`config.mk`:
```
export PLATFORM = sky130hd
export DESIGN_NAME = p_id_ex
export DESIGN_NICKNAME = d
export VERILOG_FILES = /design/src/rtl/p_id_ex.sv
export SDC_FILE = /design/constraint.sdc
export NUM_CORES = 1
export LEC_CHECK = 0
export CAP_MARGIN = 10
export CORE_ASPECT_RATIO = 1.25
export CORE_MARGIN = 2
export CORE_UTILIZATION = 34
export CTS_CLUSTER_SIZE = 8
export DETAILED_ROUTE_END_ITERATION = 12
export GPL_TIMING_DRIVEN = 0
export MAX_ROUTING_LAYER = met4
export PLACE_DENSITY = 0.76
export SETUP_SLACK_MARGIN = 0.02
export SYNTH_ARGS = -nofsm -noshare
export SYNTH_HDL_FRONTEND = slang
export SYNTH_SLANG_ARGS = --single-unit
```
`constraint.sdc`:
```
create_clock -name i_sys_clock -period 2 [get_ports i_sys_clock]
set_clock_uncertainty 0.05 [all_clocks]
set_input_delay 0.5 -clock i_sys_clock [delete_from_list [all_inputs] [get_ports i_sys_clock]]
set_output_delay 0.5 -clock i_sys_clock [all_outputs]
set_load 0.01 [all_outputs]
```
`src/rtl/p_id_ex.sv`:
```
// ----------------------------------------------------------------------------
// p_id_ex - ID/EX pipeline register for the 5-stage MIPS32 pipeline.
//
// Captures the decoded instruction (register-file read data, immediate,
// control, register addresses) at the end of ID and presents it to EX one
// cycle later. Detects a load in EX whose destination is read by the
// instruction in ID, requests an upstream stall and inserts a bubble.
// Branch flush and an external hold are also handled here, and the number of
// load-use bubbles is counted (saturating at 0xFFFF).
//
// Ports
//   i_sys_clock, i_sys_reset      clock, synchronous active-high reset
//   i_p_id_ex_valid               ID holds a real instruction
//   i_p_id_ex_pc_plus4            PC+4 of the ID instruction
//   i_p_id_ex_rs/rt/rd_addr       instruction register fields
//   i_p_id_ex_uses_rs/uses_rt     instruction really reads rs / rt
//   i_p_id_ex_rs/rt_data          register-file read data
//   i_p_id_ex_imm                 extended immediate
//   i_p_id_ex_ctrl                [0] regwr [1] memrd [2] memwr [3] memtoreg
//                                 [4] alusrc [5] regdst [6] link [9:7] aluop
//   i_p_id_ex_flush               taken branch/jump in EX, kill ID instruction
//   i_p_id_ex_hold                global freeze
//   o_p_id_ex_*                   registered EX-stage copies
//   o_p_id_ex_wr_addr             resolved destination register
//   o_p_id_ex_stall               load-use stall request (combinational)
//   o_p_id_ex_bubble_cnt          load-use bubbles inserted, saturating
// ----------------------------------------------------------------------------
module p_id_ex (
   input  logic        i_sys_clock,
   input  logic        i_sys_reset,
   input  logic        i_p_id_ex_valid,
   input  logic [31:0] i_p_id_ex_pc_plus4,
   input  logic [4:0]  i_p_id_ex_rs_addr,
   input  logic [4:0]  i_p_id_ex_rt_addr,
   input  logic [4:0]  i_p_id_ex_rd_addr,
   input  logic        i_p_id_ex_uses_rs,
   input  logic        i_p_id_ex_uses_rt,
   input  logic [31:0] i_p_id_ex_rs_data,
   input  logic [31:0] i_p_id_ex_rt_data,
   input  logic [31:0] i_p_id_ex_imm,
   input  logic [9:0]  i_p_id_ex_ctrl,
   input  logic        i_p_id_ex_flush,
   input  logic        i_p_id_ex_hold,
   output logic        o_p_id_ex_valid,
   output logic [31:0] o_p_id_ex_pc_plus4,
   output logic [31:0] o_p_id_ex_rs_data,
   output logic [31:0] o_p_id_ex_rt_data,
   output logic [31:0] o_p_id_ex_imm,
   output logic [4:0]  o_p_id_ex_rs_addr,
   output logic [4:0]  o_p_id_ex_rt_addr,
   output logic [4:0]  o_p_id_ex_wr_addr,
   output logic [9:0]  o_p_id_ex_ctrl,
   output logic        o_p_id_ex_stall,
   output logic [15:0] o_p_id_ex_bubble_cnt
);

   localparam logic [4:0]  LinkReg = 5'd31;
   localparam logic [15:0] CntMax  = 16'hFFFF;

   localparam int unsigned CtrlMemrd  = 1;
   localparam int unsigned CtrlRegdst = 5;
   localparam int unsigned CtrlLink   = 6;

   typedef struct packed {
      logic        valid;
      logic [31:0] pc_plus4;
      logic [31:0] rs_data;
      logic [31:0] rt_data;
      logic [31:0] imm;
      logic [4:0]  rs_addr;
      logic [4:0]  rt_addr;
      logic [4:0]  wr_addr;
      logic [9:0]  ctrl;
   } stage_t;

   stage_t      stage_q, stage_d, capture;
   logic [15:0] bubble_cnt_q, bubble_cnt_d;
   logic [4:0]  dest_addr;
   logic        rs_match, rt_match, hazard;

   // Destination register: link wins over regdst, default is rt.
   always_comb begin
      dest_addr = i_p_id_ex_rt_addr;
      if (i_p_id_ex_ctrl[CtrlLink]) begin
         dest_addr = LinkReg;
      end else if (i_p_id_ex_ctrl[CtrlRegdst]) begin
         dest_addr = i_p_id_ex_rd_addr;
      end
   end

   // Contents to load on a normal capture; an invalid ID slot becomes a bubble.
   always_comb begin
      capture = '0;
      if (i_p_id_ex_valid) begin
         capture.valid    = 1'b1;
         capture.pc_plus4 = i_p_id_ex_pc_plus4;
         capture.rs_data  = i_p_id_ex_rs_data;
         capture.rt_data  = i_p_id_ex_rt_data;
         capture.imm      = i_p_id_ex_imm;
         capture.rs_addr  = i_p_id_ex_rs_addr;
         capture.rt_addr  = i_p_id_ex_rt_addr;
         capture.wr_addr  = dest_addr;
         capture.ctrl     = i_p_id_ex_ctrl;
      end
   end

   // Load-use: the load in EX cannot forward until MEM, so the ID consumer
   // must wait one cycle. Register 0 is never a real dependency.
   always_comb begin
      rs_match = i_p_id_ex_uses_rs && (i_p_id_ex_rs_addr == stage_q.wr_addr);
      rt_match = i_p_id_ex_uses_rt && (i_p_id_ex_rt_addr == stage_q.wr_addr);
      hazard   = stage_q.valid && stage_q.ctrl[CtrlMemrd] && (stage_q.wr_addr != 5'd0) &&
                 i_p_id_ex_valid && (rs_match || rt_match);
   end

   // Flush and hold both override the hazard: a flushed consumer needs no
   // stall, and under hold nothing moves so the hazard is re-evaluated later.
   assign o_p_id_ex_stall = hazard && !i_p_id_ex_flush && !i_p_id_ex_hold;

   always_comb begin
      stage_d      = stage_q;
      bubble_cnt_d = bubble_cnt_q;
      if (i_p_id_ex_flush) begin
         stage_d = '0;
      end else if (i_p_id_ex_hold) begin
         stage_d = stage_q;
      end else if (hazard) begin
         stage_d = '0;
         if (bubble_cnt_q != CntMax) begin
            bubble_cnt_d = bubble_cnt_q + 16'd1;
         end
      end else begin
         stage_d = capture;
      end
   end

   always_ff @(posedge i_sys_clock) begin
      if (i_sys_reset) begin
         stage_q      <= '0;
         bubble_cnt_q <= '0;
      end else begin
         stage_q      <= stage_d;
         bubble_cnt_q <= bubble_cnt_d;
      end
   end

   assign o_p_id_ex_valid      = stage_q.valid;
   assign o_p_id_ex_pc_plus4   = stage_q.pc_plus4;
   assign o_p_id_ex_rs_data    = stage_q.rs_data;
   assign o_p_id_ex_rt_data    = stage_q.rt_data;
   assign o_p_id_ex_imm        = stage_q.imm;
   assign o_p_id_ex_rs_addr    = stage_q.rs_addr;
   assign o_p_id_ex_rt_addr    = stage_q.rt_addr;
   assign o_p_id_ex_wr_addr    = stage_q.wr_addr;
   assign o_p_id_ex_ctrl       = stage_q.ctrl;
   assign o_p_id_ex_bubble_cnt = bubble_cnt_q;

endmodule

```
**After elaboration in Yosys (flattened, before gate mapping)**

Index checks and enable logic that the tools add are counted.

- Logic and storage cells: 34
- Bits in registers: 170
- Input port bits: 160

- Reductions and logical operators: 14
- Bitwise logic cells: 2
- Multiplexer cells: 4
- Eq/ne operators: 3
- Add/subtract/negate cells: 1

Operator list:

| operator | number |
|---|---|
| $mux 154 | 2 |
| $add 16x1->16 const B | 1 |
| $ne 16x16->1 const B | 1 |
| $eq 5x5->1 | 2 |
| $mux 5 | 2 |
| $logic_and 1x1->1 | 8 |
| $reduce_bool 5->1 | 1 |
| $reduce_and 4->1 | 1 |
| $logic_not 1->1 | 2 |
| $not 1->1 | 2 |
| $reduce_or 2->1 | 1 |
| $logic_or 1x1->1 | 1 |

**Longest topological paths before layout**

Gate-level depths: netlist of the first run.

- Depth after elaboration: 6
- Mapped depth: 8
- Mapped depth without buffers: 6

**Least setup slack after synthesis of the first run**

Ideal clock, no wire load.

- Kind: input -> register
- Start point: in i_p_id_ex_hold
- End point: reg bubble_cnt_q[10], in the netlist o_p_id_ex_bubble_cnt[10]
- Slack: -156 ps
- Stages on the path: 5
- Arrival: 1983 ps
- Data required time: 1827 ps
- Setup time: 123 ps
- Cell sequence: or3b_4 -> a211oi_4 -> nand3_1 -> nor3_1 -> mux2_1

- Longest elaborated chain between the ends: 2

Ends and longest elaborated chain:

| item | RTL line | RTL |
|---|---|---|
| start, declared | 43 | `input logic i_p_id_ex_hold,` |
| $not 1->1 (no line) | - |  |
| $reduce_and 4->1 (no line) | - |  |
| end signal, assigned | 143 | `bubble_cnt_q <= bubble_cnt_d;` |
| end, declared | 77 | `logic [15:0] bubble_cnt_q, bubble_cnt_d;` |

No other way between the ends.
A chain may end at the register's enable or synchronous reset.

**Worst setup path in the final report of the first run**

- Start point: reg stage_q (netlist bit o_p_id_ex_wr_addr[1])
- End point: out o_p_id_ex_stall

- Longest elaborated chain between the ends: 6
- Elaborated cells on any way between the ends: 11
- Those cells by class: 2 x eq/ne; 9 x reduce/logical

Ends and longest elaborated chain:

| item | RTL line | RTL |
|---|---|---|
| start, declared | 76 | `stage_t stage_q, stage_d, capture;` |
| start signal, assigned | 142 | `stage_q <= stage_d;` |
| $eq 5x5->1, or another cell as far along | 110 | `rs_match = i_p_id_ex_uses_rs && (i_p_id_ex_rs_addr == stage_q.wr_addr);` |
| $logic_and 1x1->1 (on tied branches) | 110, 111, 112 |  |
| $logic_or 1x1->1 or $logic_and 1x1->1 (tied branches) | 113, 112 |  |
| $logic_and 1x1->1 (*) | 113 | `i_p_id_ex_valid && (rs_match \|\| rt_match);` |
| $logic_and 1x1->1 (*) (2 in a row) | 118 | `assign o_p_id_ex_stall = hazard && !i_p_id_ex_flush && !i_p_id_ex_hold;` |
| end, declared | 53 | `output logic o_p_id_ex_stall,` |

Mark *: on every way between the ends. The rest lies on a longest branch, timed or not.

==> run_results.csv, run 1 <==
group,metric,value,unit
run_status,status,"complete, but fails checks",
run_status,violations,"setup timing",
timing,max_freq,0.445,GHz
logic_synthesis,synth_xor_area_share,1.53,%
logic_synthesis,synth_compound_area_share,27.9,%
pwr,swShare,22.3,%
pwr,p_switching,1.68,mW
critical_path,worstPathCellList,"xnor2_2 > nand4_1 > o22a_1 > clkbuf_8 > nor2_4 > buf_6",
clock_network,cts-root-buf,"clkbuf_16",
clock_network,h-tree-depth,4,
clock_network,cts_tree,"built",
timing,setup_viol,141,
logic_synthesis,ys_seq_area_share,59.3,%
placement,dp_hpwl,14100,µm
die,die_h,149,µm
logic_synthesis,yosys-top-cells-area,"dfxtp_1 (59%), a22o_1 (23%), xnor2_1 (1.5%)",
layout,num_antenna_cells,0,
pwr,peakVddDrop,0.539,mV
clock_network,clock_sinks,170,
critical_path,crit_family,"flip-flops",
global_routing,track_usage,20.8,%
clock_network,cts_inserted_buffers,17,
die,fp.dieW,120,µm
timing,post-route-period-util,112,%
logic_synthesis,synth_common_cells,"dfxtp_1 (170), a22o_1 (153), clkbuf_1 (23)",
logic_synthesis,synth.avg_cell_area,11.8,µm²
timing,fin_crit,2.25,ns
timing,tightest_slew,0.516,ns
drt,drt-initial-drc-count,230,
die,start_util,34.4,%
logic_synthesis,synth_ff_type,"dfxtp_1",
layout,fin_cells,1078,
layout,syn2layout_area_growth,76.9,%
global_routing,grt_max_degree,17,
hold_path,hold_class,"in2reg",
timing,relSlewSlack,65.6,%
die,die_area,17900,µm²
layout,final_nets,1007,
pwr,power.density,744,nW/µm²
layout,design_area,10200,µm²
drt,ant_nets,0,
placement,placed_area,9330,µm²
clock_network,clk_pin_slew_worst_paths,0.07,ns
critical_path,slowest_delay,0.41,ns
drt,vias,5442,
drt,routedWlPerCell,17.7,µm
layout,fill_cells,1385,
timing,hold_viol,0,
logic_synthesis,yosysMostFrequentCell,"dfxtp_1",
placement,pre_cts_slack,-1.07,ns
critical_path,cp_num_buf_inv,2,
logic_synthesis,yosysWarnings,0,
clock_network,worstSkewPairLatency,0.42,ns
pwr,p_int,5.88,mW
global_routing,grt_first_pass_wirelength,28100,µm
logic_synthesis,synth_top_family_by_area,"compound AO/OA/AOI/OAI gates",
placement,place_congestion,0.832,
pwr,power_frac_seq,46.1,%
timing,holdWs,0.405,ns
critical_path,crit_path_end_kind,"primary output",
die,rows,53,
layout,drive_gt1_share,11.3,%
critical_path,cp.arrival,1.70,ns
logic_synthesis,synthAdderAreaFrac,0.218,%
critical_path,cp.required,1.45,ns
logic_synthesis,yosysTopAreaCell,"dfxtp_1",
global_routing,antenna_found_initial,0,
logic_synthesis,synthSimpleGateAreaFrac,7.35,%
logic_synthesis,syn-instance-count,488,
logic_synthesis,ys_ff_latch,170,
logic_synthesis,syn-cell-area,5740,µm²
critical_path,path_class,"reg2out",
logic_synthesis,synthArstFlopShare,0,%
logic_synthesis,syn_nets,649,
timing,grt_setup_unrepaired,"true",
die,core_area,16700,µm²
logic_synthesis,netlist.area_leader.share,59.3,%
placement,placed_cells,1038,
critical_path,cp-start-kind,"flip-flop",
drt,drtPass1Iterations,4,
job,maxCapViolCount,0,
critical_path,cp_slowest_cell,"dfxtp_4",
drt,routed_wl,19100,µm
clock_network,cts_max_path_buffers,2,
timing,drv_slew,0,
drt,drc,0,
layout,fin_util,60.8,%
placement,numPortBuffers,330,
global_routing,grt_pass1_vias,5290,
logic_synthesis,synth-edff-count,0,
pwr,pwr-share-comb,9.2,%
logic_synthesis,synthDistinctLibCells,37,
timing,worst_slack,-0.249,ns
die,pin_count,331,
pwr,p_leak,3.96,nW
pwr,clock_power_share,44.6,%
logic_synthesis,synth_mux_area_share,0.392,%
global_routing,grt-ovfl-total,0,
critical_path,cp_max_fo,5,
drt,avgViaCountPerCell,5.05,
-- per-layer routing --
metal	share of wire, %	global-route usage (%)	up-vias
met3	5.4	4.89	33
met4	2.7	9.01	0
met1	41	23.9	2588
met5	0	-	-
li1	-	-	2603
met2	51	34.8	218
-- worst register-to-register path, stage by stage (launching register included) --
cell and delay, ns:
dfxtp_4 0.38, xnor2_1 0.16, nand2_1 0.11, buf_4 0.15, buf_4 0.12, o22ai_1 0.18, a211oi_1 0.13, buf_4 0.19
buf_4 0.18, buf_4 0.18, a22o_1 0.19
-- power by group through the flow --
stage	sequential (mW)	clock [mW]	combinational (mW)
after floorplan	3.59	0	0.152
after global placement	3.56	0	0.677
after detailed placement	3.56	0	0.683
after CTS	3.49	3.44	0.694
after global routing	3.49	3.57	0.740
final	3.49	3.38	0.697
-- state kept, by name, indices dropped and copies added, names as in the netlist --
| register | cells |
|---|---|
| o_p_id_ex_bubble_cnt | 16 |
| o_p_id_ex_pc_plus4 | 32 |
| o_p_id_ex_valid | 1 |
| o_p_id_ex_wr_addr | 5 |
| o_p_id_ex_rt_data | 32 |
| o_p_id_ex_rt_addr | 5 |
| o_p_id_ex_rs_data | 32 |
| o_p_id_ex_rs_addr | 5 |
| o_p_id_ex_imm | 32 |
| o_p_id_ex_ctrl | 10 |
-- logic make-up after synthesis --
kind of cell / after synthesis
mux: 2
buf+inv: 41
compound gates: 193
fa+ha+maj: 1
flops: 170
xor+xnor: 10
simple gates: 71
-- stage by stage --
| step | power [mW] | TNS (ns) |
|---|---|---|
| CTS | 7.62 | -5.08 |
| finish | 7.56 | -13.28 |
| global placement | 4.24 | -121.29 |
| detailed placement | 4.25 | -116.68 |
| floorplan | 3.74 | -0.0586 |
| global route | 7.80 | -26.05 |
-- cells in the final DEF (no fill, tap or decap), types with 4 or more instances in the layout --
| master | instances |
|---|---|
| or4_1 | 4 |
| buf_4 | 16 |
| o31ai_1 | 5 |
| nand3_1 | 8 |
| xnor2_2 | 6 |
| dlygate4sd2_1 | 13 |
| nand4_1 | 8 |
| xnor2_1 | 4 |
| clkbuf_1 | 17 |
| a22o_1 | 153 |
| o21ai_0 | 9 |
| nand2_1 | 11 |
| a21oi_1 | 14 |
| dfxtp_4 | 4 |
| dfxtp_2 | 11 |
| inv_6 | 4 |
| dfxtp_1 | 155 |
| clkbuf_2 | 4 |
| or3_1 | 8 |
| buf_2 | 8 |
| nor2b_1 | 7 |
| nor2_1 | 6 |
| a211o_1 | 5 |
| dlymetal6s2s_1 | 7 |
| clkdlybuf4s50_1 | 308 |
| clkbuf_16 | 17 |
-- worst paths after layout --
kind                                     start                           endpoint  slack, ns  cells past startpoint
max          o_p_id_ex_wr_addr[1]$_SDFFE_PP0N_                    o_p_id_ex_stall      -0.25                      6
min                       i_p_id_ex_rs_addr[1]  o_p_id_ex_rs_addr[1]$_SDFFE_PP0N_       0.41                      2
max reg2reg  o_p_id_ex_wr_addr[1]$_SDFFE_PP0N_     o_p_id_ex_imm[23]$_SDFFE_PP0N_      -0.13                     10
min reg2reg     o_p_id_ex_imm[28]$_SDFFE_PP0N_     o_p_id_ex_imm[28]$_SDFFE_PP0N_       0.43                      1
-- layout make-up --
cell class,instances,area [µm²],area share [%]
Clock inverter,13,166,1.64
Sequential cell,170,3430,33.8
Multi-Input combinational cell,277,2240,22.1
Inverter,1,3.75,0.0370
Timing Repair Buffer,339,3390,33.3
Clock buffer,18,429,4.23
Tap cell,220,275,2.71
Buffer,40,220,2.17
-- what timing repair did --
action | in CTS | in global routing
setup endpoints to repair | 181 | 177
hold buffers | 0 | 0
resized for setup | 55 | 20
hold endpoints to repair | 0 | 0
pin swaps | 9 | 4
setup buffers | 7 | 2
(Power assumes the default switching activity.)
==> run 2, diff against run 1 <==
--- a/config.mk
+++ b/config.mk
@@ -15,6 +15,7 @@
 export MAX_ROUTING_LAYER = met4
 export PLACE_DENSITY = 0.76
 export SETUP_SLACK_MARGIN = 0.02
+export SLEW_MARGIN = 25
 export SYNTH_ARGS = -nofsm -noshare
 export SYNTH_HDL_FRONTEND = slang
 export SYNTH_SLANG_ARGS = --single-unit
==> results of run 2 <==
Final layout, timing and power as in run 1 (identical DEF).
